**src/rtl/cache_mem_arbiter.sv**
```systemverilog
// Arbitrates the single external memory port between the I-cache and D-cache.
// D-cache wins by default; a starvation counter forces an I-cache grant after STARVE_LIMIT D grants.
module cache_mem_arbiter #(
   parameter int ADDR_W       = 28,
   parameter int DATA_W       = 128,
   parameter int STARVE_LIMIT = 4
) (
   input  logic              clk,
   input  logic              proc_reset,
   input  logic              ic_mem_read,
   input  logic [ADDR_W-1:0] ic_mem_addr,
   output logic [DATA_W-1:0] ic_mem_rdata,
   output logic              ic_mem_ready,
   input  logic              dc_mem_read,
   input  logic              dc_mem_write,
   input  logic [ADDR_W-1:0] dc_mem_addr,
   input  logic [DATA_W-1:0] dc_mem_wdata,
   output logic [DATA_W-1:0] dc_mem_rdata,
   output logic              dc_mem_ready,
   output logic              mem_read,
   output logic              mem_write,
   output logic [ADDR_W-1:0] mem_addr,
   output logic [DATA_W-1:0] mem_wdata,
   input  logic [DATA_W-1:0] mem_rdata,
   input  logic              mem_ready
);

   localparam logic [2:0] IDLE   = 3'd0;
   localparam logic [2:0] GNT_I  = 3'd1;
   localparam logic [2:0] GNT_D  = 3'd2;
   localparam logic [2:0] RESP_I = 3'd3;
   localparam logic [2:0] RESP_D = 3'd4;

   localparam int               CNT_W      = $clog2(STARVE_LIMIT + 1);
   localparam logic [CNT_W-1:0] STARVE_MAX = CNT_W'(STARVE_LIMIT);

   logic [2:0]        state_q,    state_d;
   logic [CNT_W-1:0]  starve_q,   starve_d;
   logic              memRead_q,  memRead_d;
   logic              memWrite_q, memWrite_d;
   logic [ADDR_W-1:0] memAddr_q,  memAddr_d;
   logic [DATA_W-1:0] memWdata_q, memWdata_d;
   logic [DATA_W-1:0] icRdata_q,  icRdata_d;
   logic [DATA_W-1:0] dcRdata_q,  dcRdata_d;
   logic              icReady_q,  icReady_d;
   logic              dcReady_q,  dcReady_d;

   logic dcPending;
   logic starveHit;

   assign dcPending = dc_mem_read | dc_mem_write;
   assign starveHit = (starve_q >= STARVE_MAX);

   // D wins unless the I-cache has been passed over STARVE_LIMIT times in a row.
   // A write-back takes precedence over a simultaneous D read; the read follows as its own grant.
   always_comb begin
      state_d    = state_q;
      starve_d   = starve_q;
      memRead_d  = memRead_q;
      memWrite_d = memWrite_q;
      memAddr_d  = memAddr_q;
      memWdata_d = memWdata_q;
      icRdata_d  = icRdata_q;
      dcRdata_d  = dcRdata_q;
      icReady_d  = 1'b0;
      dcReady_d  = 1'b0;

      case (state_q)
         IDLE: begin
            if (dcPending && (!starveHit || !ic_mem_read)) begin
               state_d   = GNT_D;
               memAddr_d = dc_mem_addr;
               if (dc_mem_write) begin
                  memWrite_d = 1'b1;
                  memRead_d  = 1'b0;
                  memWdata_d = dc_mem_wdata;
               end else begin
                  memWrite_d = 1'b0;
                  memRead_d  = 1'b1;
                  memWdata_d = '0;
               end
               if (ic_mem_read && !starveHit) begin
                  starve_d = starve_q + 1'b1;
               end
            end else if (ic_mem_read) begin
               state_d    = GNT_I;
               memAddr_d  = ic_mem_addr;
               memRead_d  = 1'b1;
               memWrite_d = 1'b0;
               memWdata_d = '0;
               starve_d   = '0;
            end
         end

         GNT_I: begin
            if (mem_ready) begin
               state_d   = RESP_I;
               memRead_d = 1'b0;
               icRdata_d = mem_rdata;
               icReady_d = 1'b1;
            end
         end

         GNT_D: begin
            if (mem_ready) begin
               state_d    = RESP_D;
               memRead_d  = 1'b0;
               memWrite_d = 1'b0;
               dcReady_d  = 1'b1;
               if (memRead_q) begin
                  dcRdata_d = mem_rdata;
               end
            end
         end

         RESP_I, RESP_D: begin
            state_d = IDLE;
         end

         default: begin
            state_d    = IDLE;
            memRead_d  = 1'b0;
            memWrite_d = 1'b0;
         end
      endcase
   end

   // Arbitration state; reset abandons any transaction in flight.
   always_ff @(posedge clk or posedge proc_reset) begin
      if (proc_reset) begin
         state_q  <= IDLE;
         starve_q <= '0;
      end else begin
         state_q  <= state_d;
         starve_q <= starve_d;
      end
   end

   // Memory-side request, latched at grant time and held for the whole grant.
   always_ff @(posedge clk or posedge proc_reset) begin
      if (proc_reset) begin
         memRead_q  <= 1'b0;
         memWrite_q <= 1'b0;
         memAddr_q  <= '0;
         memWdata_q <= '0;
      end else begin
         memRead_q  <= memRead_d;
         memWrite_q <= memWrite_d;
         memAddr_q  <= memAddr_d;
         memWdata_q <= memWdata_d;
      end
   end

   // Cache-side responses; read data holds until the next captured read for that cache.
   always_ff @(posedge clk or posedge proc_reset) begin
      if (proc_reset) begin
         icRdata_q <= '0;
         dcRdata_q <= '0;
         icReady_q <= 1'b0;
         dcReady_q <= 1'b0;
      end else begin
         icRdata_q <= icRdata_d;
         dcRdata_q <= dcRdata_d;
         icReady_q <= icReady_d;
         dcReady_q <= dcReady_d;
      end
   end

   assign mem_read     = memRead_q;
   assign mem_write    = memWrite_q;
   assign mem_addr     = memAddr_q;
   assign mem_wdata    = memWdata_q;
   assign ic_mem_rdata = icRdata_q;
   assign ic_mem_ready = icReady_q;
   assign dc_mem_rdata = dcRdata_q;
   assign dc_mem_ready = dcReady_q;

endmodule
```
**config.mk**
```make
export PLATFORM = sky130hd
export DESIGN_NAME = cache_mem_arbiter
export DESIGN_NICKNAME = d
export VERILOG_FILES = /design/src/rtl/cache_mem_arbiter.sv
export SDC_FILE = /design/constraint.sdc
export NUM_CORES = 1
export LEC_CHECK = 0
export BUFFER_PORTS_ARGS = -buffer_cell sky130_fd_sc_hd__buf_2
export CAP_MARGIN = 40
export CELL_PAD_IN_SITES_DETAIL_PLACEMENT = 1
export CELL_PAD_IN_SITES_GLOBAL_PLACEMENT = 2
export CORE_AREA = 2 2 282 284
export CTS_CLUSTER_DIAMETER = 30
export DETAILED_ROUTE_END_ITERATION = 6
export DIE_AREA = 0 0 284 286
export PLACE_DENSITY_LB_ADDON = 0.1
export SYNTH_ARGS = -nofsm -noshare
export SYNTH_HDL_FRONTEND = slang
export SYNTH_SLANG_ARGS = --single-unit
```
**constraint.sdc**
```tcl
create_clock -name clk -period 19.3 [get_ports clk]
set_input_delay 3.86 -clock clk [delete_from_list [all_inputs] [get_ports clk]]
set_output_delay 3.86 -clock clk [all_outputs]
set_load 0.02 [all_outputs]
```
==> run metrics <==
Relative slew margins=roughly 36%; worst hold path type=reg2reg; die area=roughly 81000 um2; Async SR Flop Fraction=between 90% and 100%; status=completed; Layout area overhead=57.1%; vias per cell=between 4 and 5; RR Startpoint=state_q[2]; Overflow after GRT=0; number of placement rows=roughly 100; share of layout cells above drive strength 1=around 63%; initial antenna violation count=28; gpl congestion=roughly 0.76; Final setup viols=0; Synth Area in Adders=less than 1%; Post-Place Cells=between 2000 and 3000; Worst VDD drop=roughly 0.094 mV; R2R depth=4; CTS Buffer Depth=3; final period utilization=a little under a third; WS Path Type=in2reg; Synth top cells by count=422 x dfrtp_1, 147 x mux2_2, 128 x a22o_1, 110 x mux2_4, 63 x nand2_1; Synth Area in Simple Gates=under 10%; DRC=0; Final HPWL DP=roughly 47000 um; Ys Warns=0; CTS Buf Count=about 140; die height=around 290 um; Yosys cell types=33; Pleak=~0.013 uW; cell count after synthesis=between 1000 and 1500; crit-path max FO=72; synthesized cell area=approximately 16000 um2; total power=around 5500 uW; setup_tns=0 ns; # fillers=~8600; Initial Util=a little over a fifth; Hold-fix buffers, CTS=0; vias post-DR=approximately 13000; Arr. time, crit path=slightly below 7 ns; xor/xnor cell area share of the yosys netlist=0%; drt pass-1 iters=4; core region area=approximately 80000 um2; Hold Path Sink=mem_wdata[50]; gr usage total=between 10% and 20%; Seq/Total Area, Yosys=between 60% and 70%; Yosys top cell by area=dfrtp_1; largest net degree at the start of global routing=between 100 and 150; Critical Path RT=19.88 ns; PortBufs=733; Hold Path Cell Cnt=1; most numerous cell in the Yosys netlist=dfrtp_1; IO Pins=about 730; max-cap viol count=0; minimum clock period=6.16 ns; first-pass GRT wire length=96600 um; FF+latch count, synth=about 420; post-synthesis mux area share=between 20% and 30%; CTS tree=built; post-DR wirelength/cell=between 20 and 25 um; count of antenna-violating nets left after detailed routing=0; power density cells=215 nW/um2; Final Max Slew Viols=0; Post-Syn Nets=approximately 1400; Worst Hold Launch=mem_wdata[50]; Post-CTS Setup Bufs=0; RSZ-0062 raised after global routing=no; R2R Setup Slk=16.33 ns; Syn Area/Cell=between 15 and 20 um2; Slew @ Worst Pin=about 0.96 ns; ys flop type=dfrtp_1; Final Skew=between 0.02 and 0.025 ns; Final Hold Vio Count=0; vias in the first global route=around 14000; Synth Area in Compound Gates=roughly 10%; Layout Cells excl Fill=roughly 3000; CTS H-tree depth=4; Clk Tree Root Cell=clkbuf_16; CP startpoint kind=input port; Clock Latency Late Sink=between 0.6 and 0.7 ns; largest family of logic cells by synthesized area=multiplexers; DRT iter0 DRCs=394; Resize count post-CTS=0; Final nets=approximately 2200; Clock transition at path regs=roughly 0.04 ns; synth top area cells=dfrtp_1 65%, mux2_2 10%, mux2_4 10%; Hold Slack=approximately 0.48 ns; CP endpoint kind=flip-flop; Clock Sinks=about 420; Die X=~280 um; Post-Route WL=roughly 66000 um; fmax=0.162 GHz; Synth top area share=between 60% and 70%; Post-synth EDFFs=0; reg-to-reg critical path endpoint=mem_wdata[56]
-- logic make-up (layout without fill, tap and decap cells) --
family | count (synthesis) | count (layout)
simple gates | 80 | 80
other cells | 0 | 13
compound gates | 196 | 196
buf+inv | 80 | 993
mux | 257 | 257
fa+ha+maj | 1 | 1
flops | 422 | 422
-- registers in the layout, indices dropped and copies added, names as in the netlist --
name and flops:
ic_mem_rdata 128, dc_mem_ready 1, mem_wdata 128, mem_addr 28, state_q 3, dc_mem_rdata 128, mem_write 1, mem_read 1
starve_q 3, ic_mem_ready 1
-- metal layers --
layer	routed length [um]	track usage, %	vias up
met5	235	0.523	-
met4	1870	7.05	26
met3	6690	8.05	141
met2	32700	26.1	546
met1	24600	17.3	6303
li1	-	-	5502
-- final cells by class --
type / count / area [um2] / area share (%)
clock buffer: 200 / 3950 / 15.4
timing repair buffer: 752 / 3940 / 15.3
antenna: 13 / 32.5 / 0.127
tap: 1050 / 1310 / 5.11
clock inverter: 40 / 556 / 2.16
inverter: 1 / 11.3 / 0.0438
multi-input combinational: 534 / 5330 / 20.7
sequential: 422 / 10600 / 41.1
-- report_power, final --
part / switching, uW / internal, uW / leakage [uW]
logic: 1120 / 748 / 0.00570
clock network: 643 / 1490 / 0.00221
registers: 227 / 1300 / 0.00522
total: 1990 / 3530 / 0.0131
-- stage by stage --
stage               instance area (um2)  setup WS, ns  util, %
finish                            25700         13.14     32.8
global route                      25700         12.98     32.8
CTS                               25700         13.19     32.8
detailed placement                21200         12.48     27.0
global placement                  21000         12.41     26.8
floorplan                         16400          3.69        -
-- critical path, cell delays in order --
cell,delay (ns)
buf_2,0.14
or3_2,0.79
buf_16,0.29
nand2_4,0.53
buf_4,0.78
a22o_1,0.24
-- cells in the final DEF (no fill, tap or decap), types with 2 or more instances in the layout --
| cell type | Yosys | layout |
|---|---|---|
| buf_2 | 37 | 733 |
| dfrtp_1 | 422 | 422 |
| mux2_2 | 147 | 147 |
| clkbuf_16 | 0 | 140 |
| a22o_1 | 128 | 128 |
| mux2_4 | 110 | 110 |
| nand2_1 | 63 | 61 |
| clkbuf_1 | 13 | 38 |
| a21oi_1 | 29 | 29 |
| a41oi_1 | 28 | 28 |
| clkbuf_8 | 0 | 22 |
| clkinv_2 | 0 | 21 |
| diode_2 | 0 | 13 |
| buf_4 | 14 | 11 |
| bufinv_16 | 0 | 6 |
| inv_16 | 0 | 5 |
| buf_16 | 0 | 5 |
| clkinv_16 | 0 | 4 |
| nor3_1 | 3 | 3 |
| o21ai_0 | 3 | 3 |
| nor3_4 | 0 | 2 |
| nand2_4 | 0 | 2 |
| o211ai_1 | 2 | 2 |
| nor2b_1 | 2 | 2 |
| or4b_2 | 2 | 2 |
| clkinv_8 | 0 | 2 |
| inv_6 | 0 | 2 |
| buf_12 | 0 | 2 |
-- worst max path at each step --
stage | start | endpoint | cells after the start
6_report | ic_mem_read | mem_wdata[56] | 6
5_1_grt | ic_mem_read | mem_wdata[56] | 6
4_1_cts | ic_mem_read | mem_wdata[56] | 6
3_5_place_dp | ic_mem_read | mem_wdata[78] | 6
3_3_place_gp | ic_mem_read | mem_wdata[111] | 5
2_1_floorplan | proc_reset | dc_mem_rdata[0] | 1
(Power assumes the default switching activity.)
